$ cat config.mk
export PLATFORM = sky130hd
export DESIGN_NAME = uart_fifo_n
export DESIGN_NICKNAME = d
export VERILOG_FILES = /design/src/rtl/uart_pkg.sv /design/src/rtl/uart_sync_fifo.sv /design/src/rtl/uart_fifo_n.sv
export SDC_FILE = /design/constraint.sdc
export NUM_CORES = 1
export LEC_CHECK = 0
export BUFFER_PORTS_ARGS = -buffer_cell sky130_fd_sc_hd__clkbuf_2
export CAP_MARGIN = 25
export CORE_MARGIN = 2
export CORE_UTILIZATION = 30
export CTS_CLUSTER_DIAMETER = 40
export DETAILED_ROUTE_END_ITERATION = 8
export PLACE_DENSITY = 0.57
export SLEW_MARGIN = 5
export SYNTH_ARGS = -nofsm -noshare
export SYNTH_HDL_FRONTEND = slang
export SYNTH_HIERARCHICAL = 1
export SYNTH_SLANG_ARGS = --single-unit
$ cat constraint.sdc
create_clock -name clk -period 4.85 [get_ports clk]
set_input_delay 0.97 -clock clk [delete_from_list [all_inputs] [get_ports clk]]
set_output_delay 0.97 -clock clk [all_outputs]
set_load 0.02 [all_outputs]
$ cat src/rtl/uart_pkg.sv
// Shared definitions for the uart_fifo_n block: parity-mode encodings,
// RX/TX state enums, rx_err bit positions and the parity helper used by
// both the receiver check and the transmitter generator.
package uart_pkg;

    localparam logic [1:0] PAR_NONE  = 2'b00;
    localparam logic [1:0] PAR_ODD   = 2'b01;
    localparam logic [1:0] PAR_EVEN  = 2'b10;
    localparam logic [1:0] PAR_STICK = 2'b11;

    localparam int ERR_FRAMING = 0;
    localparam int ERR_PARITY  = 1;
    localparam int ERR_OVERRUN = 2;
    localparam int ERR_BREAK   = 3;

    typedef enum logic [2:0] {
        RX_IDLE, RX_START, RX_DATA, RX_PARITY, RX_STOP, RX_BREAK_WAIT
    } rx_state_t;

    typedef enum logic [2:0] {
        TX_IDLE, TX_START, TX_DATA, TX_PARITY, TX_STOP1, TX_STOP2
    } tx_state_t;

    // Parity bit value that goes with a character whose XOR-reduction is data_xor.
    function automatic logic exp_parity(input logic [1:0] mode, input logic stick,
                                        input logic data_xor);
        case (mode)
            PAR_ODD:  return ~data_xor;
            PAR_EVEN: return data_xor;
            default:  return stick;
        endcase
    endfunction

endpackage

$ cat src/rtl/uart_sync_fifo.sv
// Synchronous FIFO with occupancy level and a registered head word.
// Ports: push_i/din_i write, pop_i read (ignored when empty), head_o current
// head (registered), full_o/empty_o flags, level_o occupancy 0..DEPTH.
// A push while full is dropped unless a pop happens in the same cycle.
module uart_sync_fifo #(
    parameter int WIDTH = 8,
    parameter int DEPTH = 8
) (
    input  logic                     clk,
    input  logic                     reset,
    input  logic                     push_i,
    input  logic [WIDTH-1:0]         din_i,
    input  logic                     pop_i,
    output logic [WIDTH-1:0]         head_o,
    output logic                     full_o,
    output logic                     empty_o,
    output logic [$clog2(DEPTH):0]   level_o
);
    localparam int AW = $clog2(DEPTH);

    logic [WIDTH-1:0] mem_q [DEPTH];
    logic [WIDTH-1:0] mem_d [DEPTH];
    logic [AW-1:0]    wr_ptr_q, wr_ptr_d, rd_ptr_q, rd_ptr_d;
    logic [AW:0]      level_q, level_d;
    logic [WIDTH-1:0] head_q;
    logic             do_push, do_pop;

    assign full_o  = (level_q == (AW+1)'(DEPTH));
    assign empty_o = (level_q == '0);
    assign do_pop  = pop_i & ~empty_o;
    assign do_push = push_i & (~full_o | do_pop);
    assign head_o  = head_q;
    assign level_o = level_q;

    always_comb begin
        mem_d    = mem_q;
        wr_ptr_d = wr_ptr_q;
        rd_ptr_d = rd_ptr_q;
        level_d  = level_q;
        if (do_push) begin
            mem_d[wr_ptr_q] = din_i;
            wr_ptr_d        = wr_ptr_q + 1'b1;
        end
        if (do_pop) begin
            rd_ptr_d = rd_ptr_q + 1'b1;
        end
        case ({do_push, do_pop})
            2'b10:   level_d = level_q + 1'b1;
            2'b01:   level_d = level_q - 1'b1;
            default: level_d = level_q;
        endcase
    end

    always_ff @(posedge clk or posedge reset) begin
        if (reset) begin
            for (int i = 0; i < DEPTH; i++) mem_q[i] <= '0;
            wr_ptr_q <= '0;
            rd_ptr_q <= '0;
            level_q  <= '0;
            head_q   <= '0;
        end else begin
            mem_q    <= mem_d;
            wr_ptr_q <= wr_ptr_d;
            rd_ptr_q <= rd_ptr_d;
            level_q  <= level_d;
            // Head follows the next-state storage so it matches a direct read.
            head_q   <= mem_d[rd_ptr_d];
        end
    end

endmodule

$ cat src/rtl/uart_fifo_n.sv
// UART with RX/TX FIFOs, configurable width, parity and stop bits.
// Ports: clk/reset; rxd (async serial in) / txd (registered serial out);
// baudrate (bit = baudrate+1 clocks), parity_mode, stick_bit, two_stop;
// rx_en/tx_en; TX FIFO: txdata, write_tx, tx_full, tx_level, tx_busy;
// RX FIFO: rxdata, rx_valid, read_rx, rx_level;
// rx_err = {break, overrun (sticky), parity, framing (head entry)}; clear_err.
//
// state         | meaning
// RX_IDLE       | waiting for a synchronised falling edge
// RX_START      | checking start bit at mid-bit
// RX_DATA       | sampling DATA_W bits, LSB first
// RX_PARITY     | sampling/checking the parity bit
// RX_STOP       | sampling stop bit, push or flag break
// RX_BREAK_WAIT | line held low after break, wait for rxd=1
// TX_IDLE       | txd=1, pop when enabled and FIFO non-empty
// TX_START..    | START/DATA/PARITY/STOP1/STOP2 each held baudrate+1 clocks
module uart_fifo_n import uart_pkg::*; #(
    parameter int DATA_W   = 8,
    parameter int RX_DEPTH = 8,
    parameter int TX_DEPTH = 8,
    parameter int CNT_W    = 16
) (
    input  logic                        clk,
    input  logic                        reset,
    input  logic                        rxd,
    output logic                        txd,
    input  logic [CNT_W-1:0]            baudrate,
    input  logic [1:0]                  parity_mode,
    input  logic                        stick_bit,
    input  logic                        two_stop,
    input  logic                        rx_en,
    input  logic                        tx_en,
    input  logic [DATA_W-1:0]           txdata,
    input  logic                        write_tx,
    output logic                        tx_full,
    output logic [$clog2(TX_DEPTH):0]   tx_level,
    output logic                        tx_busy,
    output logic [DATA_W-1:0]           rxdata,
    output logic                        rx_valid,
    input  logic                        read_rx,
    output logic [$clog2(RX_DEPTH):0]   rx_level,
    output logic [3:0]                  rx_err,
    input  logic                        clear_err
);
    localparam logic [2:0] LAST_BIT = 3'(DATA_W - 1);

    // ---------------- receiver ----------------
    logic              rx_s1_q, rx_s2_q, rx_s3_q;
    rx_state_t         rx_state_q, rx_state_d;
    logic [CNT_W-1:0]  rx_cnt_q, rx_cnt_d;
    logic [2:0]        rx_bit_q, rx_bit_d;
    logic [DATA_W-1:0] rx_shift_q, rx_shift_d;
    logic              rx_perr_q, rx_perr_d;
    logic              rx_zero_q, rx_zero_d;
    logic              rx_mid, rx_push, rx_ferr, brk_set, ovr_set;
    logic [DATA_W+1:0] rx_head;
    logic              rx_full, rx_empty;
    logic [1:0]        sticky_q, sticky_d;

    assign rx_mid = (rx_cnt_q == (baudrate >> 1));

    always_comb begin
        rx_state_d = rx_state_q;
        rx_cnt_d   = (rx_cnt_q == baudrate) ? '0 : rx_cnt_q + 1'b1;
        rx_bit_d   = rx_bit_q;
        rx_shift_d = rx_shift_q;
        rx_perr_d  = rx_perr_q;
        rx_zero_d  = rx_zero_q;
        rx_push    = 1'b0;
        rx_ferr    = 1'b0;
        brk_set    = 1'b0;
        case (rx_state_q)
            RX_IDLE: begin
                rx_cnt_d = '0;
                if (rx_en && rx_s3_q && !rx_s2_q) begin
                    rx_state_d = RX_START;
                    rx_bit_d   = '0;
                    rx_perr_d  = 1'b0;
                    rx_zero_d  = 1'b1;
                end
            end
            RX_START: if (rx_mid) rx_state_d = rx_s2_q ? RX_IDLE : RX_DATA;
            RX_DATA: if (rx_mid) begin
                rx_shift_d = {rx_s2_q, rx_shift_q[DATA_W-1:1]};
                rx_zero_d  = rx_zero_q & ~rx_s2_q;
                rx_bit_d   = rx_bit_q + 1'b1;
                if (rx_bit_q == LAST_BIT)
                    rx_state_d = (parity_mode == PAR_NONE) ? RX_STOP : RX_PARITY;
            end
            RX_PARITY: if (rx_mid) begin
                rx_perr_d  = rx_s2_q != exp_parity(parity_mode, stick_bit, ^rx_shift_q);
                rx_zero_d  = rx_zero_q & ~rx_s2_q;
                rx_state_d = RX_STOP;
            end
            RX_STOP: if (rx_mid) begin
                if (rx_zero_q && !rx_s2_q) begin
                    brk_set    = 1'b1;
                    rx_state_d = RX_BREAK_WAIT;
                end else begin
                    rx_push    = 1'b1;
                    rx_ferr    = ~rx_s2_q;
                    rx_state_d = RX_IDLE;
                end
            end
            RX_BREAK_WAIT: if (rx_s2_q) rx_state_d = RX_IDLE;
            default: rx_state_d = RX_IDLE;
        endcase
        // Disabling the receiver drops any frame in flight.
        if (!rx_en && rx_state_q != RX_IDLE) begin
            rx_state_d = RX_IDLE;
            rx_push    = 1'b0;
            brk_set    = 1'b0;
        end
    end

    assign ovr_set = rx_push & rx_full & ~read_rx;

    always_comb begin
        sticky_d = sticky_q;
        if (clear_err) sticky_d = '0;
        if (brk_set) sticky_d[1] = 1'b1;
        if (ovr_set) sticky_d[0] = 1'b1;
    end

    always_ff @(posedge clk or posedge reset) begin
        if (reset) begin
            rx_s1_q    <= 1'b1;
            rx_s2_q    <= 1'b1;
            rx_s3_q    <= 1'b1;
            rx_state_q <= RX_IDLE;
            rx_cnt_q   <= '0;
            rx_bit_q   <= '0;
            rx_shift_q <= '0;
            rx_perr_q  <= 1'b0;
            rx_zero_q  <= 1'b0;
            sticky_q   <= '0;
        end else begin
            rx_s1_q    <= rxd;
            rx_s2_q    <= rx_s1_q;
            rx_s3_q    <= rx_s2_q;
            rx_state_q <= rx_state_d;
            rx_cnt_q   <= rx_cnt_d;
            rx_bit_q   <= rx_bit_d;
            rx_shift_q <= rx_shift_d;
            rx_perr_q  <= rx_perr_d;
            rx_zero_q  <= rx_zero_d;
            sticky_q   <= sticky_d;
        end
    end

    uart_sync_fifo #(.WIDTH(DATA_W + 2), .DEPTH(RX_DEPTH)) u_rx_fifo (
        .clk     (clk),
        .reset   (reset),
        .push_i  (rx_push),
        .din_i   ({rx_perr_q, rx_ferr, rx_shift_q}),
        .pop_i   (read_rx),
        .head_o  (rx_head),
        .full_o  (rx_full),
        .empty_o (rx_empty),
        .level_o (rx_level)
    );

    assign rx_valid = ~rx_empty;
    assign rxdata   = rx_head[DATA_W-1:0];
    assign rx_err   = {sticky_q, rx_valid ? rx_head[DATA_W+1:DATA_W] : 2'b00};

    // ---------------- transmitter ----------------
    tx_state_t         tx_state_q, tx_state_d;
    logic [CNT_W-1:0]  tx_cnt_q, tx_cnt_d;
    logic [2:0]        tx_bit_q, tx_bit_d;
    logic [DATA_W-1:0] tx_shift_q, tx_shift_d;
    logic              tx_par_q, tx_par_d;
    logic              txd_q, txd_d;
    logic              tx_end, tx_load, tx_empty;
    logic [DATA_W-1:0] tx_head;

    assign tx_end = (tx_cnt_q == baudrate);

    always_comb begin
        tx_state_d = tx_state_q;
        tx_cnt_d   = tx_end ? '0 : tx_cnt_q + 1'b1;
        tx_bit_d   = tx_bit_q;
        tx_shift_d = tx_shift_q;
        tx_par_d   = tx_par_q;
        tx_load    = 1'b0;
        case (tx_state_q)
            TX_IDLE: begin
                tx_cnt_d = '0;
                tx_load  = tx_en && !tx_empty;
            end
            TX_START: if (tx_end) begin
                tx_state_d = TX_DATA;
                tx_bit_d   = '0;
            end
            TX_DATA: if (tx_end) begin
                if (tx_bit_q == LAST_BIT) begin
                    tx_state_d = (parity_mode == PAR_NONE) ? TX_STOP1 : TX_PARITY;
                end else begin
                    tx_shift_d = tx_shift_q >> 1;
                    tx_bit_d   = tx_bit_q + 1'b1;
                end
            end
            TX_PARITY: if (tx_end) tx_state_d = TX_STOP1;
            TX_STOP1: if (tx_end) begin
                if (two_stop) begin
                    tx_state_d = TX_STOP2;
                end else begin
                    tx_state_d = TX_IDLE;
                    tx_load    = tx_en && !tx_empty;
                end
            end
            TX_STOP2: if (tx_end) begin
                tx_state_d = TX_IDLE;
                tx_load    = tx_en && !tx_empty;
            end
            default: tx_state_d = TX_IDLE;
        endcase
        // Loading straight from the last stop bit gives back-to-back frames.
        if (tx_load) begin
            tx_state_d = TX_START;
            tx_cnt_d   = '0;
            tx_shift_d = tx_head;
            tx_par_d   = exp_parity(parity_mode, stick_bit, ^tx_head);
        end
        case (tx_state_d)
            TX_START:  txd_d = 1'b0;
            TX_DATA:   txd_d = tx_shift_d[0];
            TX_PARITY: txd_d = tx_par_d;
            default:   txd_d = 1'b1;
        endcase
    end

    always_ff @(posedge clk or posedge reset) begin
        if (reset) begin
            tx_state_q <= TX_IDLE;
            tx_cnt_q   <= '0;
            tx_bit_q   <= '0;
            tx_shift_q <= '0;
            tx_par_q   <= 1'b0;
            txd_q      <= 1'b1;
        end else begin
            tx_state_q <= tx_state_d;
            tx_cnt_q   <= tx_cnt_d;
            tx_bit_q   <= tx_bit_d;
            tx_shift_q <= tx_shift_d;
            tx_par_q   <= tx_par_d;
            txd_q      <= txd_d;
        end
    end

    uart_sync_fifo #(.WIDTH(DATA_W), .DEPTH(TX_DEPTH)) u_tx_fifo (
        .clk     (clk),
        .reset   (reset),
        .push_i  (write_tx),
        .din_i   (txdata),
        .pop_i   (tx_load),
        .head_o  (tx_head),
        .full_o  (tx_full),
        .empty_o (tx_empty),
        .level_o (tx_level)
    );

    assign txd     = txd_q;
    assign tx_busy = (tx_state_q != TX_IDLE);

endmodule

==> Word-level counts from Yosys, hierarchy flattened <==
Cells that the tools add are included.
{ "op_classes": {"add_sub_neg": 12, "multipliers": 0, "div_mod_pow": 0, "order_cmp": 6, "eq_ne": 42, "shifts": 0, "mux": 86, "n_bitwise": 21, "reduce_logical": 37} }
{ "ops": {"columns": ["op", "n"], "rows": [
  ["80-bit bitwise mux", 1],
  ["16-bit 2-to-1 mux", 5],
  ["80-bit 2-to-1 mux", 1],
  ["3-bit 2-to-1 mux", 25],
  ["64-bit bitwise mux", 1],
  ["64-bit 2-to-1 mux", 1],
  ["8-bit 2-to-1 mux", 7],
  ["3-bit one-hot mux with 6 select lines", 2],
  ["16-bit by 1-bit adder with 16-bit output (second input constant)", 2],
  ["16-bit equality test", 2],
  ["10-bit binary-select mux with 3-bit select", 1],
  ["10-bit demux with 3-bit select", 1],
  ["10-bit 2-to-1 mux", 3],
  ["8-bit binary-select mux with 3-bit select", 1],
  ["8-bit demux with 3-bit select", 1],
  ["1-bit 2-to-1 mux", 23],
  ["3-bit != test (second input constant)", 7],
  ["2-bit nonzero test", 10],
  ["3-bit by 1-bit adder with 3-bit output (second input constant)", 6],
  ["3-bit by 2-bit equality test with 1-bit output (second input constant)", 6],
  ["3-bit equality test (second input constant)", 6],
  ["16-bit by 15-bit equality test with 1-bit output", 1],
  ["4-bit greater-or-equal comparator (second input constant)", 4],
  ["3-bit NOT with 4-bit output", 4],
  ["other kinds (30)", 83]
]} }
{ "word_totals": {"regBits": 251, "latch_bits": 0, "ram_bits": 0, "rom_bits": 0, "in_bits": 36, "output_inout_bits": 24, "mem_count": 0} }

==> Longest topological paths before layout <==
{ "depth": {"word_depth": 13, "mapped_depth": 17, "depth_no_buf": 14} }

==> Modules after synthesis <==
The synthesis kept the hierarchy.
{ "modules_own_cells": {"columns": ["mod", "instances", "cells_each", "area_per_inst_um2", "seq_area_each_um2"], "rows": [
  ["uart_sync_fifo at u_rx_fifo", 1, 411, 4850.9, 2502.4],
  ["uart_sync_fifo at u_tx_fifo", 1, 407, 4126.5, 2052.0],
  ["uart_fifo_n", 1, 415, 4013.8, 1731.7]
]} }

==> Worst setup path before layout <==
OpenSTA, ideal clock, no wires.
{ "synth_path": {"path_type": "input port to flip-flop", "startpoint": "input baudrate[1]", "endpoint": "register u_tx_fifo.level_q[2], in the netlist u_tx_fifo/level_o[2]", "setup_ns": 0.139, "arrival_ns": 3.852, "slack_ns": 0.860, "path_stages": 15, "path_cell_list": "xor2_1 nor4_1 nand4_2 a21oi_4 clkbuf_1 nand2b_1 o21ai_1 buf_2 ha_1 xor2_1 ha_1 a21oi_1 xor2_1 nor2_1 xor2_1"} }
{ "synth_between": {"elab_chain_cells": 8, "word_cells_on_any_way": 11, "classes_between": "3 x eq/ne; 4 x mux; 3 x bitwise; 1 x reduce/logical"} }
{ "synth_rtl": {"columns": ["element", "line", "rtl"], "rows": [
  ["start, declared", "uart_fifo_n.sv:27", "input logic [CNT_W-1:0] baudrate,"],
  ["16-bit equality test (*)", "uart_fifo_n.sv:177", "assign tx_end = (tx_cnt_q == baudrate);"],
  ["1-bit 2-to-1 mux, on equally long branches", "uart_fifo_n.sv:212, uart_fifo_n.sv:204", null],
  ["1-bit one-hot mux with 3 select lines (*)", "uart_fifo_n.sv:186", "case (tx_state_q)"],
  ["named net tx_load", "uart_fifo_n.sv:174", "logic tx_end, tx_load, tx_empty;"],
  ["1-bit AND (*)", "uart_sync_fifo.sv:30", "assign do_pop = pop_i & ~empty_o;"],
  ["1-bit bitwise OR", "uart_sync_fifo.sv:31", "assign do_push = push_i & (~full_o | do_pop);"],
  ["1-bit AND", "uart_sync_fifo.sv:31", null],
  ["2-bit by 1-bit equality test with 1-bit output / 2-bit equality test (equally long branches)", "uart_sync_fifo.sv:47", "case ({do_push, do_pop})"],
  ["4-bit one-hot mux with 2 select lines / 2-bit nonzero test (equally long branches)", null, null],
  ["end signal, assigned", "uart_sync_fifo.sv:65", "level_q <= level_d;"],
  ["end, declared", "uart_sync_fifo.sv:24", "logic [AW:0] level_q, level_d;"]
]} }
The timed path passes the listed nets; every way through them passes the cells marked *.
A chain may end at the register's enable or synchronous reset.

==> Worst setup path after layout <==
{ "layout_path": {"startpoint": "input baudrate[1]", "endpoint": "register u_tx_fifo.head_q[0], in the netlist u_tx_fifo/head_o[0]"} }
{ "layout_between": {"elab_chain_cells": 10, "word_cells_on_any_way": 13, "classes_between": "1 x eq/ne; 8 x mux; 4 x bitwise"} }
{ "layout_rtl": {"columns": ["element", "line", "rtl"], "rows": [
  ["16-bit equality test (*)", "uart_fifo_n.sv:177", null],
  ["1-bit 2-to-1 mux, on equally long branches", "uart_fifo_n.sv:212, uart_fifo_n.sv:204", null],
  ["1-bit one-hot mux with 3 select lines (*)", "uart_fifo_n.sv:186", null],
  ["1-bit AND (*)", "uart_sync_fifo.sv:30", null],
  ["1-bit bitwise OR", "uart_sync_fifo.sv:31", null],
  ["1-bit AND", "uart_sync_fifo.sv:31", null],
  ["64-bit 2-to-1 mux", "uart_sync_fifo.sv:40", "if (do_push) begin"],
  ["8-bit binary-select mux with 3-bit select (*)", "uart_sync_fifo.sv:67", "head_q <= mem_d[rd_ptr_d];"],
  ["8-bit 2-to-1 mux (implied by the code) (*) (2 in a row)", "uart_sync_fifo.sv:67", null],
  ["end signal, assigned", "uart_sync_fifo.sv:67", null],
  ["end, declared", "uart_sync_fifo.sv:25", "logic [WIDTH-1:0] head_q;"]
]} }
Every way passes the cells marked *; elsewhere a longest branch is shown, timed or not. The select of a mux whose other input is x is not followed.

==> flow_metrics.tcl <==
set metrics [dict create \
    ant_nets 0 \
    dr.max_layer_used "met4" \
    final_common_cell "dfrtp_1" \
    grt_setup_unrepaired "false" \
    min_path_type "register to register" \
    arrival_ns 4.22 \
    avgViaCountPerCell 4.95 \
    grt_use_total 0.139 \
    root_buffer "clkbuf_16" \
    path_class "primary input to register" \
    cap_violations 0 \
    clock_latency_ns 0.56 \
    overflow 0 \
    synth_seq_cells 251 \
    h-tree-depth 2 \
    skew_ns 0.0180 \
    gp_congestion 0.874 \
    die-width_um 212 \
    synth_ff_type "dfrtp_1" \
    worst_slew_pin_slew_ns 0.977 \
    most-common-layout-cells "247 x dfrtp_1, 159 x nand2_1, 120 x mux2_2" \
    slew_headroom 0.345 \
    synth_area_mm2 0.0130 \
    cpMostUsedCell "buf_4" \
    initialDrtViolationCount 680 \
    cts_hold_buf 0 \
    die_height_um 212 \
    synth_top_cell_area_share 0.476 \
    path_cells "clkbuf_2, xor2_1, nor4_1, nand4_2, a21oi_4, buf_4, nor2b_1, a211oi_2, buf_4, nor3_1, a2111oi_0, a31oi_1, o211ai_1" \
    grt_max_degree 80 \
    maxSlewViolCount 0 \
    wl_met1_um 14800 \
    power.density_mw_per_mm2 576 \
    crit_required_ns 5.31 \
    syn_nets 1288 \
    total_power_mw 8.96 \
    vias 9461 \
    core_area_mm2 0.0429 \
    drive_above_1_share 0.239 \
    worst-path-buf-inv 3 \
    area_delta_synth_final_pct 19.8 \
    synth-edff-count 0 \
    wl_met3_um 1390 \
    cpLargestDelayFamily "compound AO/OA/AOI/OAI gates" \
    status "complete, no violations" \
    start_util 0.303 \
    cts_buffers 43 \
    wl_per_cell_um 16.1 \
    yosys_warnings 6 \
    hold_viol 0 \
    nets 1347 \
    grt_antenna_before_repair 0 \
    setup_tns_ns 0 \
    cts_tree "yes" \
    nFillCells 4203 \
    crit_path_end_kind "register" \
    stdcell_count 1912 \
    p_leak_nw 7.16 \
    grt_pass1_wl_um 50600 \
    dieArea_mm2 0.0450 \
    critical_path.startpoint "baudrate[1]" \
    worst_setup_path_start_kind "primary input" \
    diodes 0 \
    synth_cells 1233 \
    ios 60 \
    cts.clk_slew.worst_paths_ns 0.05 \
    hp-start "rx_s1_q$_DFF_PP1_" \
    wirelength_um 30800 \
    cts_setup_buffers 0 \
    crit_path_top_delay_cell "a2111oi_0" \
    wl_met2_um 14000 \
    drc 0 \
    dpl_cell_area_mm2 0.0139 \
    grt_pass1_vias 9357 \
    synth-async-reset-ratio 1.00 \
    clockBufferDepth 3 \
    final_area_mm2 0.0156 \
    floorplan.rows 76 \
    synth.area.top_cells "dfrtp_1 48%, mux2_2 10%, xor2_1 4.7%" \
    syn_avg_cell_area_um2 10.5 \
    cpPeakStageDelay_ns 0.73 \
    yosysTopAreaCell "dfrtp_1" \
    hpwl_um 20900 \
    min_period_ns 3.75 \
    fmax_mhz 266 \
    cp_max_fo 17 \
    ir_drop_mv 0.318 \
    synth-seq-area-share 0.484 \
    dp_cells 1830 \
    ys_types 78 \
    period_share 0.774 \
    cts_resized 0 \
    cts_sinks 251 \
    finalSetupViolCount 0 \
    firstDrtPassIters 5 \
    place.port_buffers 59 \
    r2r_start "u_tx_fifo/level_o[1]$_DFFE_PP0P_" \
]
[path summary, 6_finish.rpt]
kind | endpoint | slack [ns] | depth (start not counted)
hold / removal | rx_s2_q$_DFF_PP1_ | 0.36 | 0
hold reg to reg | rx_s2_q$_DFF_PP1_ | 0.36 | 0
min in group asynchronous | u_tx_fifo/mem_q[37]$_DFF_PP0_ | 0.43 | 2
setup / recovery | u_tx_fifo/head_o[0]$_DFF_PP0_ | 1.10 | 13
setup reg to reg | u_tx_fifo/level_o[2]$_DFFE_PP0P_ | 1.10 | 14
max in group asynchronous | txd$_DFF_PP1_ | 3.18 | 3
[cell families after synthesis]
kind of cell / count (synthesis) / share of synthesized area
AOI/OAI and AO/OA: 230 / 0.126
xor gates and xnor gates: 110 / 0.0781
adders and majority gates: 19 / 0.0183
buffers and inverters: 112 / 0.0376
DFF: 251 / 0.484
muxes: 137 / 0.119
and+or+nand+nor: 374 / 0.138
[registers in the layout, indices dropped and copies added (netlist names), 2 cells and up]
register            cells
u_rx_fifo/rd_ptr_q      3
sticky_q                2
u_rx_fifo/wr_ptr_q      3
u_rx_fifo/head_o       10
tx_shift_q              8
tx_state_q              3
u_rx_fifo/level_o       4
u_tx_fifo/level_o       4
u_tx_fifo/rd_ptr_q      3
rx_bit_q                3
rx_shift_q              8
rx_state_q              3
u_tx_fifo/wr_ptr_q      3
u_tx_fifo/mem_q        64
u_rx_fifo/mem_q        80
rx_cnt_q               16
u_tx_fifo/head_o        8
tx_bit_q                3
tx_cnt_q               16
[cells in the mapped netlist (all sizes together) (3+ instances only)]
cell	n
o31ai	4
o21a	3
nor3	23
nand3	36
a211oi	7
o21ai	62
and2	7
nand4	12
nor4	17
and3	7
xnor2	39
xor2	70
nor4bb	3
dfstp	4
mux2	122
nand2	159
mux2i	15
o2111ai	6
a21oi	37
a22oi	6
dfrtp	247
or2	3
and4	4
a31oi	9
a2111oi	7
o311ai	8
nor2	66
or4	5
o22a	16
clkbuf	39
o211ai	34
nor2b	7
buf	26
ha	19
nand2b	12
inv	47
o22ai	12
or3	8
[cell type report]
class	count	area, um^2	area share
Sequential cell	251	6290	0.404
Clock buffer	49	1140	0.0732
Clock inverter	31	497	0.0319
Inverter	47	188	0.0121
Tap cell	585	732	0.0470
Timing Repair Buffer	79	485	0.0312
Multi-Input combinational cell	870	6230	0.401
[stage by stage]
| stage | hold slack, ns | utilization | worst slack (ns) |
|---|---|---|---|
| global placement | 0.351 | 0.323 | 0.612 |
| floorplan | 0.345 | - | 0.860 |
| finish | 0.356 | 0.363 | 1.10 |
| global route | 0.359 | 0.363 | 0.798 |
| detailed placement | 0.348 | 0.323 | 0.552 |
| CTS | 0.357 | 0.362 | 1.09 |
[worst register-to-register path, delay by kind of cell (launching register included)]
kind / cells / cell delay (ns)
DFF: 1 / 0.52
AOI/OAI and AO/OA: 4 / 1.10
buffers and inverters: 1 / 0.08
xor gates and xnor gates: 3 / 0.41
and+or+nand+nor: 4 / 0.92
adders and majority gates: 2 / 0.59
[per-layer routing]
| layer | vias to the layer above | GRT usage |
|---|---|---|
| met1 | 4700 | 0.195 |
| met4 | 0 | 0.0420 |
| met5 | - | 0 |
| met2 | 202 | 0.217 |
| li1 | 4509 | - |
| met3 | 50 | 0.0254 |
[where the power goes]
group,switching [mW],total [mW],internal (mW)
sequential,0.458,3.03,2.57
combinational,1.50,2.56,1.07
clock,1.15,3.36,2.21
No activity file was read; power rests on OpenSTA's default activity.
